<file path="src/rtl/mc_pkg.sv">
// Shared definitions for the multicycle RV32I control path: FSM states,
// opcode constants, ALU operation codes and datapath mux encodings.
package mc_pkg;

    typedef enum logic [3:0] {
        S_FETCH,
        S_DECODE,
        S_MEMADR,
        S_MEMREAD,
        S_MEMWB,
        S_MEMWRITE,
        S_EXEC_R,
        S_EXEC_I,
        S_EXEC_LUI,
        S_EXEC_AUIPC,
        S_ALUWB,
        S_BRANCH,
        S_JAL,
        S_EXEC_JALR,
        S_JALR,
        S_TRAP
    } state_t;

    localparam logic [6:0] OP_LOAD   = 7'b0000011;
    localparam logic [6:0] OP_STORE  = 7'b0100011;
    localparam logic [6:0] OP_RTYPE  = 7'b0110011;
    localparam logic [6:0] OP_ITYPE  = 7'b0010011;
    localparam logic [6:0] OP_BRANCH = 7'b1100011;
    localparam logic [6:0] OP_JAL    = 7'b1101111;
    localparam logic [6:0] OP_JALR   = 7'b1100111;
    localparam logic [6:0] OP_LUI    = 7'b0110111;
    localparam logic [6:0] OP_AUIPC  = 7'b0010111;

    localparam logic [3:0] ALUOP_ADD    = 4'd0;
    localparam logic [3:0] ALUOP_BRANCH = 4'd1;
    localparam logic [3:0] ALUOP_RTYPE  = 4'd2;
    localparam logic [3:0] ALUOP_ITYPE  = 4'd3;

    localparam logic [1:0] SRCA_PC    = 2'd0;
    localparam logic [1:0] SRCA_OLDPC = 2'd1;
    localparam logic [1:0] SRCA_RS1   = 2'd2;
    localparam logic [1:0] SRCA_ZERO  = 2'd3;

    localparam logic [1:0] SRCB_RS2  = 2'd0;
    localparam logic [1:0] SRCB_IMM  = 2'd1;
    localparam logic [1:0] SRCB_FOUR = 2'd2;

    localparam logic [1:0] RES_ALUOUT = 2'd0;
    localparam logic [1:0] RES_LOAD   = 2'd1;
    localparam logic [1:0] RES_ALU    = 2'd2;

    // First execution state for a decoded opcode; unknown opcodes trap.
    function automatic state_t dispatch(input logic [6:0] op);
        case (op)
            OP_LOAD, OP_STORE: dispatch = S_MEMADR;
            OP_RTYPE:          dispatch = S_EXEC_R;
            OP_ITYPE:          dispatch = S_EXEC_I;
            OP_BRANCH:         dispatch = S_BRANCH;
            OP_JAL:            dispatch = S_JAL;
            OP_JALR:           dispatch = S_EXEC_JALR;
            OP_LUI:            dispatch = S_EXEC_LUI;
            OP_AUIPC:          dispatch = S_EXEC_AUIPC;
            default:           dispatch = S_TRAP;
        endcase
    endfunction

endpackage

</file>
<file path="src/rtl/multicycle_controller_retire_counter.sv">
// Retired-instruction counter: synchronous clear, increment enable,
// wraps modulo 2^CNT_W.
module retire_counter #(
    parameter int CNT_W = 32
) (
    input  logic             clk,
    input  logic             clear,
    input  logic             inc,
    output logic [CNT_W-1:0] count
);

    localparam logic [CNT_W-1:0] ONE = {{(CNT_W-1){1'b0}}, 1'b1};

    // Count register; clear takes priority over increment.
    always_ff @(posedge clk) begin
        // NOTE: sequential state uses non-blocking assignments so every
        // register samples pre-edge values regardless of block ordering.
        if (clear)
            count <= '0;
        else if (inc)
            count <= count + ONE;
    end

endmodule

</file>
<file path="src/rtl/multicycle_controller.sv">
// Multicycle RV32I sequencing FSM: steps each instruction through
// fetch/decode/execute/memory/writeback, waits on the shared memory port
// handshake and counts retired instructions.
module multicycle_controller
    import mc_pkg::*;
#(
    parameter int CNT_W = 32
) (
    input  logic             clk,
    input  logic             reset,
    input  logic [6:0]       opcode,
    input  logic [2:0]       funct3,
    input  logic             branch_cond,
    input  logic             mem_ready,
    output logic             mem_req,
    output logic             mem_write,
    output logic             adr_src,
    output logic             ir_write,
    output logic             pc_write,
    output logic             pc_lsb_clear,
    output logic             reg_write,
    output logic [1:0]       alu_src_a,
    output logic [1:0]       alu_src_b,
    output logic [3:0]       alu_op,
    output logic [1:0]       result_src,
    output logic             illegal,
    output logic [CNT_W-1:0] retired
);

    state_t           state;
    state_t           state_next;
    logic             retire_inc;
    logic [CNT_W-1:0] count;

    // funct3 is consumed by the ALU decoder, not by the sequencer.
    logic unused_funct3;
    assign unused_funct3 = ^funct3;

    // State register; synchronous reset restarts at FETCH.
    always_ff @(posedge clk) begin
        if (reset)
            state <= S_FETCH;
        else
            state <= state_next;
    end

    // Next-state and Moore output decode; everything is forced low in reset
    // so a pending memory access is dropped in the same cycle.
    always_comb begin
        // NOTE: every output gets a default before the case so that no
        // state path leaves a signal unassigned and infers a latch.
        state_next   = state;
        mem_req      = 1'b0;
        mem_write    = 1'b0;
        adr_src      = 1'b0;
        ir_write     = 1'b0;
        pc_write     = 1'b0;
        pc_lsb_clear = 1'b0;
        reg_write    = 1'b0;
        alu_src_a    = SRCA_PC;
        alu_src_b    = SRCB_RS2;
        alu_op       = ALUOP_ADD;
        result_src   = RES_ALUOUT;
        illegal      = 1'b0;
        if (!reset) begin
            case (state)
                S_FETCH: begin
                    mem_req    = 1'b1;
                    alu_src_a  = SRCA_PC;
                    alu_src_b  = SRCB_FOUR;
                    result_src = RES_ALU;
                    ir_write   = mem_ready;
                    pc_write   = mem_ready;
                    if (mem_ready)
                        state_next = S_DECODE;
                end
                S_DECODE: begin
                    alu_src_a  = SRCA_OLDPC;
                    alu_src_b  = SRCB_IMM;
                    state_next = dispatch(opcode);
                end
                S_MEMADR: begin
                    alu_src_a  = SRCA_RS1;
                    alu_src_b  = SRCB_IMM;
                    state_next = (opcode == OP_STORE) ? S_MEMWRITE : S_MEMREAD;
                end
                S_MEMREAD: begin
                    mem_req = 1'b1;
                    adr_src = 1'b1;
                    if (mem_ready)
                        state_next = S_MEMWB;
                end
                S_MEMWB: begin
                    result_src = RES_LOAD;
                    reg_write  = 1'b1;
                    state_next = S_FETCH;
                end
                S_MEMWRITE: begin
                    mem_req   = 1'b1;
                    mem_write = 1'b1;
                    adr_src   = 1'b1;
                    if (mem_ready)
                        state_next = S_FETCH;
                end
                S_EXEC_R: begin
                    alu_src_a  = SRCA_RS1;
                    alu_src_b  = SRCB_RS2;
                    alu_op     = ALUOP_RTYPE;
                    state_next = S_ALUWB;
                end
                S_EXEC_I: begin
                    alu_src_a  = SRCA_RS1;
                    alu_src_b  = SRCB_IMM;
                    alu_op     = ALUOP_ITYPE;
                    state_next = S_ALUWB;
                end
                S_EXEC_LUI: begin
                    alu_src_a  = SRCA_ZERO;
                    alu_src_b  = SRCB_IMM;
                    state_next = S_ALUWB;
                end
                S_EXEC_AUIPC: begin
                    alu_src_a  = SRCA_OLDPC;
                    alu_src_b  = SRCB_IMM;
                    state_next = S_ALUWB;
                end
                S_ALUWB: begin
                    result_src = RES_ALUOUT;
                    reg_write  = 1'b1;
                    state_next = S_FETCH;
                end
                S_BRANCH: begin
                    alu_src_a  = SRCA_RS1;
                    alu_src_b  = SRCB_RS2;
                    alu_op     = ALUOP_BRANCH;
                    result_src = RES_ALUOUT;
                    pc_write   = branch_cond;
                    state_next = S_FETCH;
                end
                S_JAL: begin
                    // PC takes the target held in ALUOut while the ALU
                    // forms the link value OldPC+4.
                    result_src = RES_ALUOUT;
                    pc_write   = 1'b1;
                    alu_src_a  = SRCA_OLDPC;
                    alu_src_b  = SRCB_FOUR;
                    state_next = S_ALUWB;
                end
                S_EXEC_JALR: begin
                    alu_src_a  = SRCA_RS1;
                    alu_src_b  = SRCB_IMM;
                    state_next = S_JALR;
                end
                S_JALR: begin
                    result_src   = RES_ALUOUT;
                    pc_write     = 1'b1;
                    pc_lsb_clear = 1'b1;
                    alu_src_a    = SRCA_OLDPC;
                    alu_src_b    = SRCB_FOUR;
                    state_next   = S_ALUWB;
                end
                S_TRAP: begin
                    illegal    = 1'b1;
                    state_next = S_TRAP;
                end
                default: state_next = S_FETCH;
            endcase
        end
    end

    // An instruction retires whenever the FSM re-enters FETCH.
    assign retire_inc = !reset && (state != S_FETCH) && (state_next == S_FETCH);

    retire_counter #(.CNT_W(CNT_W)) u_retire_counter (
        .clk   (clk),
        .clear (reset),
        .inc   (retire_inc),
        .count (count)
    );

    assign retired = reset ? '0 : count;

endmodule

</file>
<file path="config.mk">
export PLATFORM = sky130hd
export DESIGN_NAME = multicycle_controller
export DESIGN_NICKNAME = d
export VERILOG_FILES = /design/src/rtl/mc_pkg.sv /design/src/rtl/multicycle_controller_retire_counter.sv /design/src/rtl/multicycle_controller.sv
export SDC_FILE = /design/constraint.sdc
export NUM_CORES = 1
export LEC_CHECK = 0
export ABC_CLOCK_PERIOD_IN_PS = 2200
export BUFFER_PORTS_ARGS = -buffer_cell sky130_fd_sc_hd__buf_2
export CAP_MARGIN = 20
export CORE_MARGIN = 3
export CORE_UTILIZATION = 48
export DETAILED_ROUTE_END_ITERATION = 6
export GPL_TIMING_DRIVEN = 0
export PLACE_DENSITY = 0.86
export SETUP_SLACK_MARGIN = 0.1
export SLEW_MARGIN = 20
export SYNTH_ARGS = -nofsm -noshare
export SYNTH_HDL_FRONTEND = slang
export SYNTH_SLANG_ARGS = --single-unit
export TNS_END_PERCENT = 10
</file>
<file path="constraint.sdc">
create_clock -name clk -period 2.2 [get_ports clk]
set_input_delay 0.11 -clock clk [delete_from_list [all_inputs] [get_ports clk]]
set_output_delay 0.11 -clock clk [all_outputs]
set_load 0.02 [all_outputs]
</file>
==> impl_results.md, run 1 <==
- Core Util, Final: 66.0%
- Data arrival, critical path: 2.32 ns
- Initial antenna violation count: 0
- Input/output buffers: 57
- Fin cells: 454
- Routed vias: 2,596
- Die width: 76.3 um
- Mux cell area share after synthesis: 2.32%
- Max Cap Viol: 0
- Row count: 24
- Total global-route track usage: 22.4%
- Die area: 5820 um^2
- DR pass1 iterations: 4
- Commonest non-fill, non-tap cell in the layout: buf_2
- Startpoint types: flop
- Post-synthesis sequential area ratio: 30.4%
- Final Skew: 0.00902 ns
- CP Capture Type: flop
- Final Max Slew Viols: 0
- Hold-fix buffers, CTS: 0
- CTS root buffer: clkbuf_8
- Post-synth top area share: 30.4%
- Area growth syn-to-layout: 27.0%
- CTS tree: yes
- Initial Util: 51.9%
- Final hold violation count: 0
- H-Tree Depth: 2
- RSZ-0062 raised after global routing: yes
- Post-synthesis simple-gate area fraction: 38.8%
- Leak: 1.29 nW
- Chip Height: 76.3 um
- R2R depth: 7
- Worst-Margin Slew: 0.599 ns
- # IOs: 64
- Reg-to-reg endpoint: u_retire_counter.count[30]
- # diodes: 0
- Min-delay worst type: in2reg
- Largest area contributor in the netlist: dfxtp_1
- CTS sink cnt: 36
- Synth Area in Compound Gates: 16.2%
- Commonest cells after routing, fill and taps aside: buf_2 (60), nor2_1 (33), dfxtp_1 (33)
- R2R Setup Slk: 0.06 ns
- Critical Path RT: 2.38 ns
- Worst flop-to-flop path startpoint: state[0]
- Mapped cell area: 2370 um^2
- Hold Path Depth: 3
- Fin crit share: 97.4%
- Post-DP HPWL: 4580 um
- Final layout net count: 404
- Power density over the cells: 772 nW/um^2
- Post-Syn Instances: 314
- Post-synth EDFFs: 0
- Hold endpoint: u_retire_counter.count[20]
- Worst VDD drop: 0.000396 V
- WS Path Type: reg2reg
- Final setup fails: 0
- Share of layout cells above drive strength 1: 29.3%
- Fillers: 388
- Critical-path maximum fanout: 6
- Status: finished clean
- Yosys warns: 0
- Largest cells by area after synthesis: dfxtp_1 (30%), nor2b_1 (8.2%), nor2_1 (5.2%)
- Bufs on Longest Clock Path: 2
- Min cycle time layout: 2.14 ns
- Achievable Freq: 467 MHz
- Avg Cell Area, Syn: 7.55 um^2
- HP Start: reset
- Xor/xnor share of the synthesized area: 5.91%
- Vias in the first global route: 2,345
- Largest net degree at the start of global routing: 11
- Register bit count reported by yosys: 36
- Clock insertion delay at the later pin of the skew report: 0.29 ns
- Slew margin rel.: 60.1%
- Synth cell types: 52
- Gr ovfl total: 0
- Routed length per instance: 15.1 um
- M2 GR Usage: 35.9%
- Top Usage Layer GRT: met2
- DR iter-0 viols: 305
- Vias/cell: 5.72
- Met3 Use GR: 4.96%
- Routability congestion estimate: 0.910
- CTS Buf Count: 5
- Tot Pwr: 2.32 mW
- Final ANT Viol Nets: 0
- Core Area: 4560 um^2
- DRC Markers: 0
- Post-synthesis adder-cell area fraction: 0.528%
- Post-synth top flop: dfxtp_1
- Placed cell count: 437
- Ys async rst share: 0%
- Worst-path clk slew: 0.07 ns
- First-pass GRT wire length: 10,900 um
- Largest family of logic cells by synthesized area: simple AND/OR/NAND/NOR gates
- Total Wirelength: 6840 um
- GR Util met1: 29.5%
[cells in the mapped netlist (7+ instances only)]
library cell  number
inv_1              7
o21ai_0           16
dfxtp_1           36
nand2_1           23
nor2_1            33
or3_1              8
a21oi_1           19
nand4_1           11
clkbuf_1          15
nor2b_1           31
and3_1             8
nor3_1            14
xor2_1            11
nand3_1            9
[where the power goes]
group / switching, mW / leakage [nW] / internal, mW
Clock: 0.230 / 0.0410 / 0.215
Combinational: 0.704 / 0.962 / 0.442
Sequential: 0.0347 / 0.292 / 0.696
Total: 0.969 / 1.29 / 1.35
[worst max-delay path by stage]
stage,startpoint,end,slack (ns)
after global placement,state[0],u_retire_counter.count[22],-0.09
after detailed placement,state[0],u_retire_counter.count[30],-0.11
after floorplan,u_retire_counter.count[2],u_retire_counter.count[31],0.1
after global routing,state[0],u_retire_counter.count[30],-0.02
final,state[0],u_retire_counter.count[30],0.06
after CTS,state[0],u_retire_counter.count[26],0.06
[flip-flops by register name, indices dropped and copies added, names as in the netlist]
name                    cells
u_retire_counter.count     32
state                       4
[metrics by stage]
stage                     setup TNS (ns)  worst slack (ns)  hold slack [ns]  instance area [um^2]
after CTS                              0            0.0582            0.210                  2910
final                                  0            0.0578            0.207                  3010
after global routing             -0.0168           -0.0160            0.225                  3010
after global placement            -0.229           -0.0872            0.480                  2740
after floorplan                        0            0.0977            0.281                  2370
after detailed placement          -0.431            -0.110            0.494                  2740
[layer usage]
layer,vias to the layer above,wire [um]
li1,1268,-
met1,1185,2900
met2,127,3180
met3,16,641
met4,0,128
met5,-,0
[timing repair]
action / CTS / global route
endpoints found under the setup margin: 27 / 37
pin swaps: 4 / 12
setup buffers: 5 / 4
gates resized for setup: 12 / 29
gates cloned: 1 / 0
[area by class of cell]
class,instances,area (um^2),share of cell area [%]
inverters,7,30.0,0.998
multi-input cells,249,1610,53.5
clock inverters,1,5.00,0.166
flip-flops and latches,36,724,24.1
repair buffers,67,362,12.0
plain buffers,23,125,4.16
well taps,65,81.3,2.70
clock buffers,6,72.6,2.41
[cell families after synthesis]
logic type               count (synthesis)
AO/OA/AOI/OAI                           60
XOR/XNOR                                16
adder cells (fa/ha/maj)                  1
buffers and inverters                   30
flip-flops                              36
multiplexers                             5
other                                    1
AND/OR/NAND/NOR                        165
[worst max-delay path, cell delays in order (launching register included)]
cell and delay (ns):
dfxtp_2 0.33, buf_6 0.09, or4b_4 0.48, nor4_4 0.32
o211ai_4 0.14, buf_6 0.17, nor3_4 0.18, mux2_4 0.31
(Power assumes the default switching activity.)
==> inputs of run 2 (changes only) <==
Settings changed: CORE_ASPECT_RATIO set to 0.8.
==> impl_results.md, run 2 (synthesis results as in run 1) <==
- Status: finished clean
- First-pass GRT wire length: 10,700 um (-1.7%)
- Vias/cell: 5.98 (+4.5%)
- Bufs on Longest Clock Path: 2 (unchanged)
- Startpoint types: flop
- CP Capture Type: flop
- WS Path Type: reg2reg
- Final hold violation count: 0 (unchanged)
- Final layout net count: 395 (-2.2%)
- Critical-path maximum fanout: 10 (+4)
- Final WS setup: 0.0776 ns (+0.0198 ns)
- Row count: 22 (-8.3%)
- Critical Path RT: 2.39 ns (about the same)
- Placed cell count: 432 (-1.1%)
- Routed length per instance: 15.5 um (+2.7%)
- Slowest CP cell: or4b_4
- Share of layout cells above drive strength 1: 27.9% (-1.4 points)
- Fin crit share: 96.5% (-0.90 points)
- Commonest cells after routing, fill and taps aside: buf_2 (58), nor2_1 (33), dfxtp_1 (32)
- Fin cells: 440 (-3.1%)
- RSZ-0062 raised after global routing: yes
- Final Skew: 0.00624 ns (-0.00278 ns)
- CTS sink cnt: 36 (unchanged)
- Final Max Slew Viols: 0 (unchanged)
- Placement Cell Area: 2740 um^2 (-0.23%)
- DR pass1 iterations: 5 (+1)
- Hold-fix buffers, CTS: 0 (unchanged)
- H-Tree Depth: 2 (unchanged)
- DRC Markers: 0 (unchanged)
- Pre-CTS WS: -0.103 ns (+0.00691 ns)
- # diodes: 0 (unchanged)
- Clock insertion delay at the later pin of the skew report: 0.29 ns (about the same)
- Final ANT Viol Nets: 0 (unchanged)
- Chip Height: 68.8 um (-9.7%)
- Max Cap Viol: 0 (unchanged)
- Die width: 84.6 um (+11%)
- Min-delay worst type: in2reg
- Worst flop-to-flop path startpoint: state[0]
- Gr ovfl total: 0 (unchanged)
- Commonest non-fill, non-tap cell in the layout: buf_2
- Initial antenna violation count: 0 (unchanged)
- Reg with most FFs: u_retire_counter.count
- Leak: 1.23 nW (-4.8%)
- Design area: 2930 um^2 (-2.6%)
- # IOs: 64 (unchanged)
- Post-DP HPWL: 4890 um (+6.8%)
- DR iter-0 viols: 381 (+25%)
- Worst-path clk slew: 0.07 ns (about the same)
- Worst-Margin Slew: 0.591 ns (-0.00779 ns)
- CTS Buf Count: 5 (unchanged)
- Area growth syn-to-layout: 23.7%
- Vias in the first global route: 2,286 (-2.5%)
- Slew margin rel.: 60.6% (+0.52 points)
- Routed vias: 2,629 (+1.3%)
- Total global-route track usage: 23.0% (+0.62 points)
- Routability congestion estimate: 0.905 (-0.52%)
- Min cycle time layout: 2.12 ns (-0.0198 ns)
- Power density over the cells: 783 nW/um^2 (+1.5%)
- Critical path, cell by cell: buf_6 -> or4b_4 -> nor4_4 -> o211ai_4 -> buf_6 -> nor3_2 -> mux2_2
- Largest net degree at the start of global routing: 11 (unchanged)
- Worst VDD drop: 0.000459 V (+16%)
- Top Registers: u_retire_counter.count x32, state x4
- Most common cell type on the critical path: buf_6
- Max reg flops: 32 (unchanged)
- Tot Pwr: 2.29 mW (-1.2%)
- HP Start: reset
- Achievable Freq: 471 MHz (+0.93%)
- Data arrival, critical path: 2.31 ns (about the same)
- Core Area: 4680 um^2 (+2.5%)
- CTS tree: yes
- Input/output buffers: 57 (unchanged)
- Total Wirelength: 6810 um (-0.42%)
- Final setup fails: 0 (unchanged)
- Initial Util: 50.6% (-1.3 points)
- Die area: 5820 um^2 (about the same)
- CTS root buffer: clkbuf_8
- Slowest stage delay, CP: 0.51 ns (+0.03 ns)
- CP startpoint: state[0]
-- run 2: changes by cell type in the layout (fill, tap and decap cells not counted), moves of 2 or more --
cell,before,now
buf_4,10,3
buf_2,60,58
clkbuf_2,5,7
mux2_2,1,3
mux2_4,3,1
nor3_4,3,1
or3_1,8,6
or3_4,0,2
-- run 2: cell type report --
class | count | area [um^2]
fill | 414 | 1750
multi-input combinational | 249 | 1610
sequential | 36 | 726
timing repair buffer | 58 | 293
buffer | 23 | 126
tap | 60 | 75.1
clock buffer | 6 | 72.6
inverter | 7 | 26.3
clock inverter | 1 | 5.00
-- run 2: routing by layer --
layer	GRT usage (%)	vias up	routed length, um
li1	-	1245	-
met4	7.11	0	127
met5	0	-	0
met1	31.3	1242	3040
met2	36.6	126	3100
met3	5.34	16	544
-- run 2: worst max-delay path: cells and delay by family (launching register included) --
family	cells	cell delay (ns)
multiplexers	1	0.34
AO/OA/AOI/OAI	1	0.15
buffers and inverters	2	0.31
AND/OR/NAND/NOR	3	0.88
flip-flops	1	0.33
-- run 2: timing repair --
action,4_1_cts,5_1_grt
gates resized for setup,15,20
pin swaps,6,6
setup endpoints to repair,30,27
buffers inserted,1,0
-- run 2: through the flow --
stage | setup TNS (ns) | util (%) | hold slack (ns)
3_5_place_dp | -0.382 | 58.4 | 0.495
6_report | 0 | 62.6 | 0.186
4_1_cts | -0.00261 | 61.4 | 0.183
3_3_place_gp | -0.207 | 58.4 | 0.476
2_1_floorplan | 0 | - | 0.281
5_1_grt | 0 | 62.6 | 0.187
-- run 2: path summary, 6_finish.rpt --
check	to	cells after the start	slack [ns]
worst min-delay path	u_retire_counter.count[20]	3	0.19
worst max-delay path	u_retire_counter.count[30]	7	0.08
worst max register to register	u_retire_counter.count[30]	7	0.08
worst min register to register	u_retire_counter.count[27]	2	0.51
-- run 2: power breakdown --
part | internal (mW) | total (mW) | switching [mW]
Combinational | 0.410 | 1.11 | 0.703
Clock | 0.215 | 0.453 | 0.238
Sequential | 0.696 | 0.728 | 0.0317
Total | 1.32 | 2.29 | 0.973
==> inputs of run 3 (changes only) <==
Settings changed: SETUP_SLACK_MARGIN 0.1 to 0.2.
==> impl_results.md, run 3 (synthesis results as in run 1) <==
- Max reg flops: 32 (unchanged)
- Die area: 5820 um^2 (unchanged)
- Bufs on Longest Clock Path: 2 (unchanged)
- Share of layout cells above drive strength 1: 29.9% (+2.0 points)
- Final layout net count: 405 (+2.5%)
- Hold-fix buffers, CTS: 0 (unchanged)
- Max Cap Viol: 0 (unchanged)
- Data arrival, critical path: 2.35 ns (+0.04 ns)
- # diodes: 0 (unchanged)
- Worst flop-to-flop path startpoint: state[0]
- Startpoint types: flop
- Fin crit share: 96.8% (+0.29 points)
- Reg with most FFs: u_retire_counter.count
- Core Util, Final: 65.7% (+3.1 points)
- Gr ovfl total: 0 (unchanged)
- Post-DP HPWL: 4840 um (-1.1%)
- Largest net degree at the start of global routing: 12 (+1)
- # IOs: 64 (unchanged)
- Min cycle time layout: 2.13 ns (+0.00649 ns)
- Seq pwr share: 28.7% (-3.0 points)
- First-pass GRT wire length: 11,000 um (+3.0%)
- Final WS setup: 0.0711 ns (-0.00649 ns)
- DR pass1 iterations: 7 (+2)
- Placed cell count: 432 (unchanged)
- End point of the critical path: u_retire_counter.count[18]
- Initial antenna violation count: 0 (unchanged)
- Logic pwr share: 45.8% (-2.7 points)
- Slew margin rel.: 63.3% (+2.7 points)
- Commonest cells after routing, fill and taps aside: buf_2 (58), nor2_1 (33), nor2b_1 (30), dfxtp_1 (30), nand2_1 (22)
- Area growth syn-to-layout: 29.8%
- Core Area: 4680 um^2 (unchanged)
- RSZ-0062 raised after global routing: yes
- Final Skew: 0.00669 ns (+0.000450 ns)
- Design area: 3080 um^2 (+4.9%)
- Final setup TNS: 0 ns (unchanged)
- Leak: 1.33 nW (+8.0%)
- Commonest non-fill, non-tap cell in the layout: buf_2
- Psw: 1.01 mW (+3.8%)
- Achievable Freq: 470 MHz (-0.30%)
- Routed vias: 2,716 (+3.3%)
- Row count: 22 (unchanged)
- Worst-Margin Slew: 0.546 ns (-0.0449 ns)
- CTS sink cnt: 36 (unchanged)
- P_int: 1.56 mW (+18%)
- CTS tree: yes
- Die width: 84.6 um (unchanged)
- Initial Util: 50.6% (unchanged)
- Final Max Slew Viols: 0 (unchanged)
- WS Path Type: reg2reg
- Fin cells: 451 (+2.5%)
- DR iter-0 viols: 425 (+12%)
- Total global-route track usage: 23.8% (+0.81 points)
- Chip Height: 68.8 um (unchanged)
- Reg-to-reg endpoint: u_retire_counter.count[18]
- CTS root buffer: clkbuf_8
- Final ANT Viol Nets: 0 (unchanged)
- Input/output buffers: 57 (unchanged)
- Final setup fails: 0 (unchanged)
- Routability congestion estimate: 0.983 (+8.5%)
- Pre-CTS WS: -0.111 ns (-0.00810 ns)
- Min-delay worst type: in2reg
- CTS Buf Count: 5 (unchanged)
- Routed length per instance: 15.9 um (+2.6%)
- Worst-path clk slew: 0.07 ns (about the same)
- Critical-path maximum fanout: 7 (-3)
- Clock insertion delay at the later pin of the skew report: 0.30 ns (about the same)
- CP Capture Type: flop
- Final hold violation count: 0 (unchanged)
- Status: finished clean
- DRC Markers: 0 (unchanged)
- Vias in the first global route: 2,290 (+0.17%)
- Placement Cell Area: 2740 um^2 (about the same)
- R2R depth: 7 (unchanged)
- Vias/cell: 6.02 (+0.79%)
- Power density over the cells: 835 nW/um^2 (+6.7%)
- H-Tree Depth: 2 (unchanged)
- Sw Ratio: 39.3% (-3.1 points)
- Total Wirelength: 7170 um (+5.2%)
- R2R Setup Slk: 0.07 ns (about the same)
- Worst VDD drop: 0.000424 V (-7.7%)
- Top Registers: u_retire_counter.count x32, state x4
- Clock network power share: 25.5% (+5.7 points)
- Critical Path RT: 2.42 ns (+0.03 ns)
- CP startpoint: state[0]
## run 3: cell types whose count changed in the layout (fill, tap and decap cells not counted), moves of 3 or more
cell	before	now
a21oi_1	16	19
clkbuf_2	7	3
buf_4	3	14
a21oi_2	3	0
## run 3: power groups by stage
stage	clock [mW]	sequential [mW]	combinational (mW)
after detailed placement	0	0.744	1.03
after global placement	0	0.738	1.03
after CTS	0.651	0.730	1.08
final	0.655	0.738	1.18
after global routing	0.677	0.743	1.28
after floorplan	0	0.734	0.785
## run 3: what timing repair did
item	CTS	global route
setup buffers	8	2
endpoints found under the setup margin	34	36
pin swaps	6	9
gates cloned	1	0
resized for setup	17	28
## run 3: critical path, stage by stage (launching register included)
cell,delay (ns)
dfxtp_2,0.33
buf_6,0.10
or4b_4,0.49
nor4_4,0.28
o211ai_4,0.16
buf_6,0.18
or3_1,0.34
a21oi_1,0.17
## run 3: worst min path at each step
stage               slack (ns)                    endpoint  depth (start not counted)                  startpoint
global route              0.20   u_retire_counter.count[6]                          3                       reset
global placement          0.48  u_retire_counter.count[27]                          2  u_retire_counter.count[27]
CTS                       0.19  u_retire_counter.count[10]                          3                       reset
finish                    0.19   u_retire_counter.count[6]                          3                       reset
detailed placement        0.50  u_retire_counter.count[27]                          2  u_retire_counter.count[27]
floorplan                 0.27                  retired[2]                          1                       reset
## run 3: final cells by class
type                    instances  area [um^2]
plain buffers                  23          130
clock buffers                   7         96.3
clock inverters                 1         30.0
fillers                       378         1600
inverters                       7         30.0
multi-input cells             249         1620
flip-flops and latches         36          728
well taps                      60         75.1
repair buffers                 68          370
## run 3: layer usage
metal / vias to the layer above / GRT usage [%] / wire (um)
li1: 1279 / - / -
met1: 1245 / 31.9 / 3080
met2: 167 / 37.1 / 3170
met3: 25 / 6.77 / 778
met4: 0 / 8.10 / 130
met5: - / 0 / 0
## run 3: metrics by stage
stage               hold WS (ns)  total power [mW]
global route               0.202              2.70
floorplan                  0.272              1.52
global placement           0.476              1.76
detailed placement         0.496              1.77
CTS                        0.192              2.46
finish                     0.195              2.57
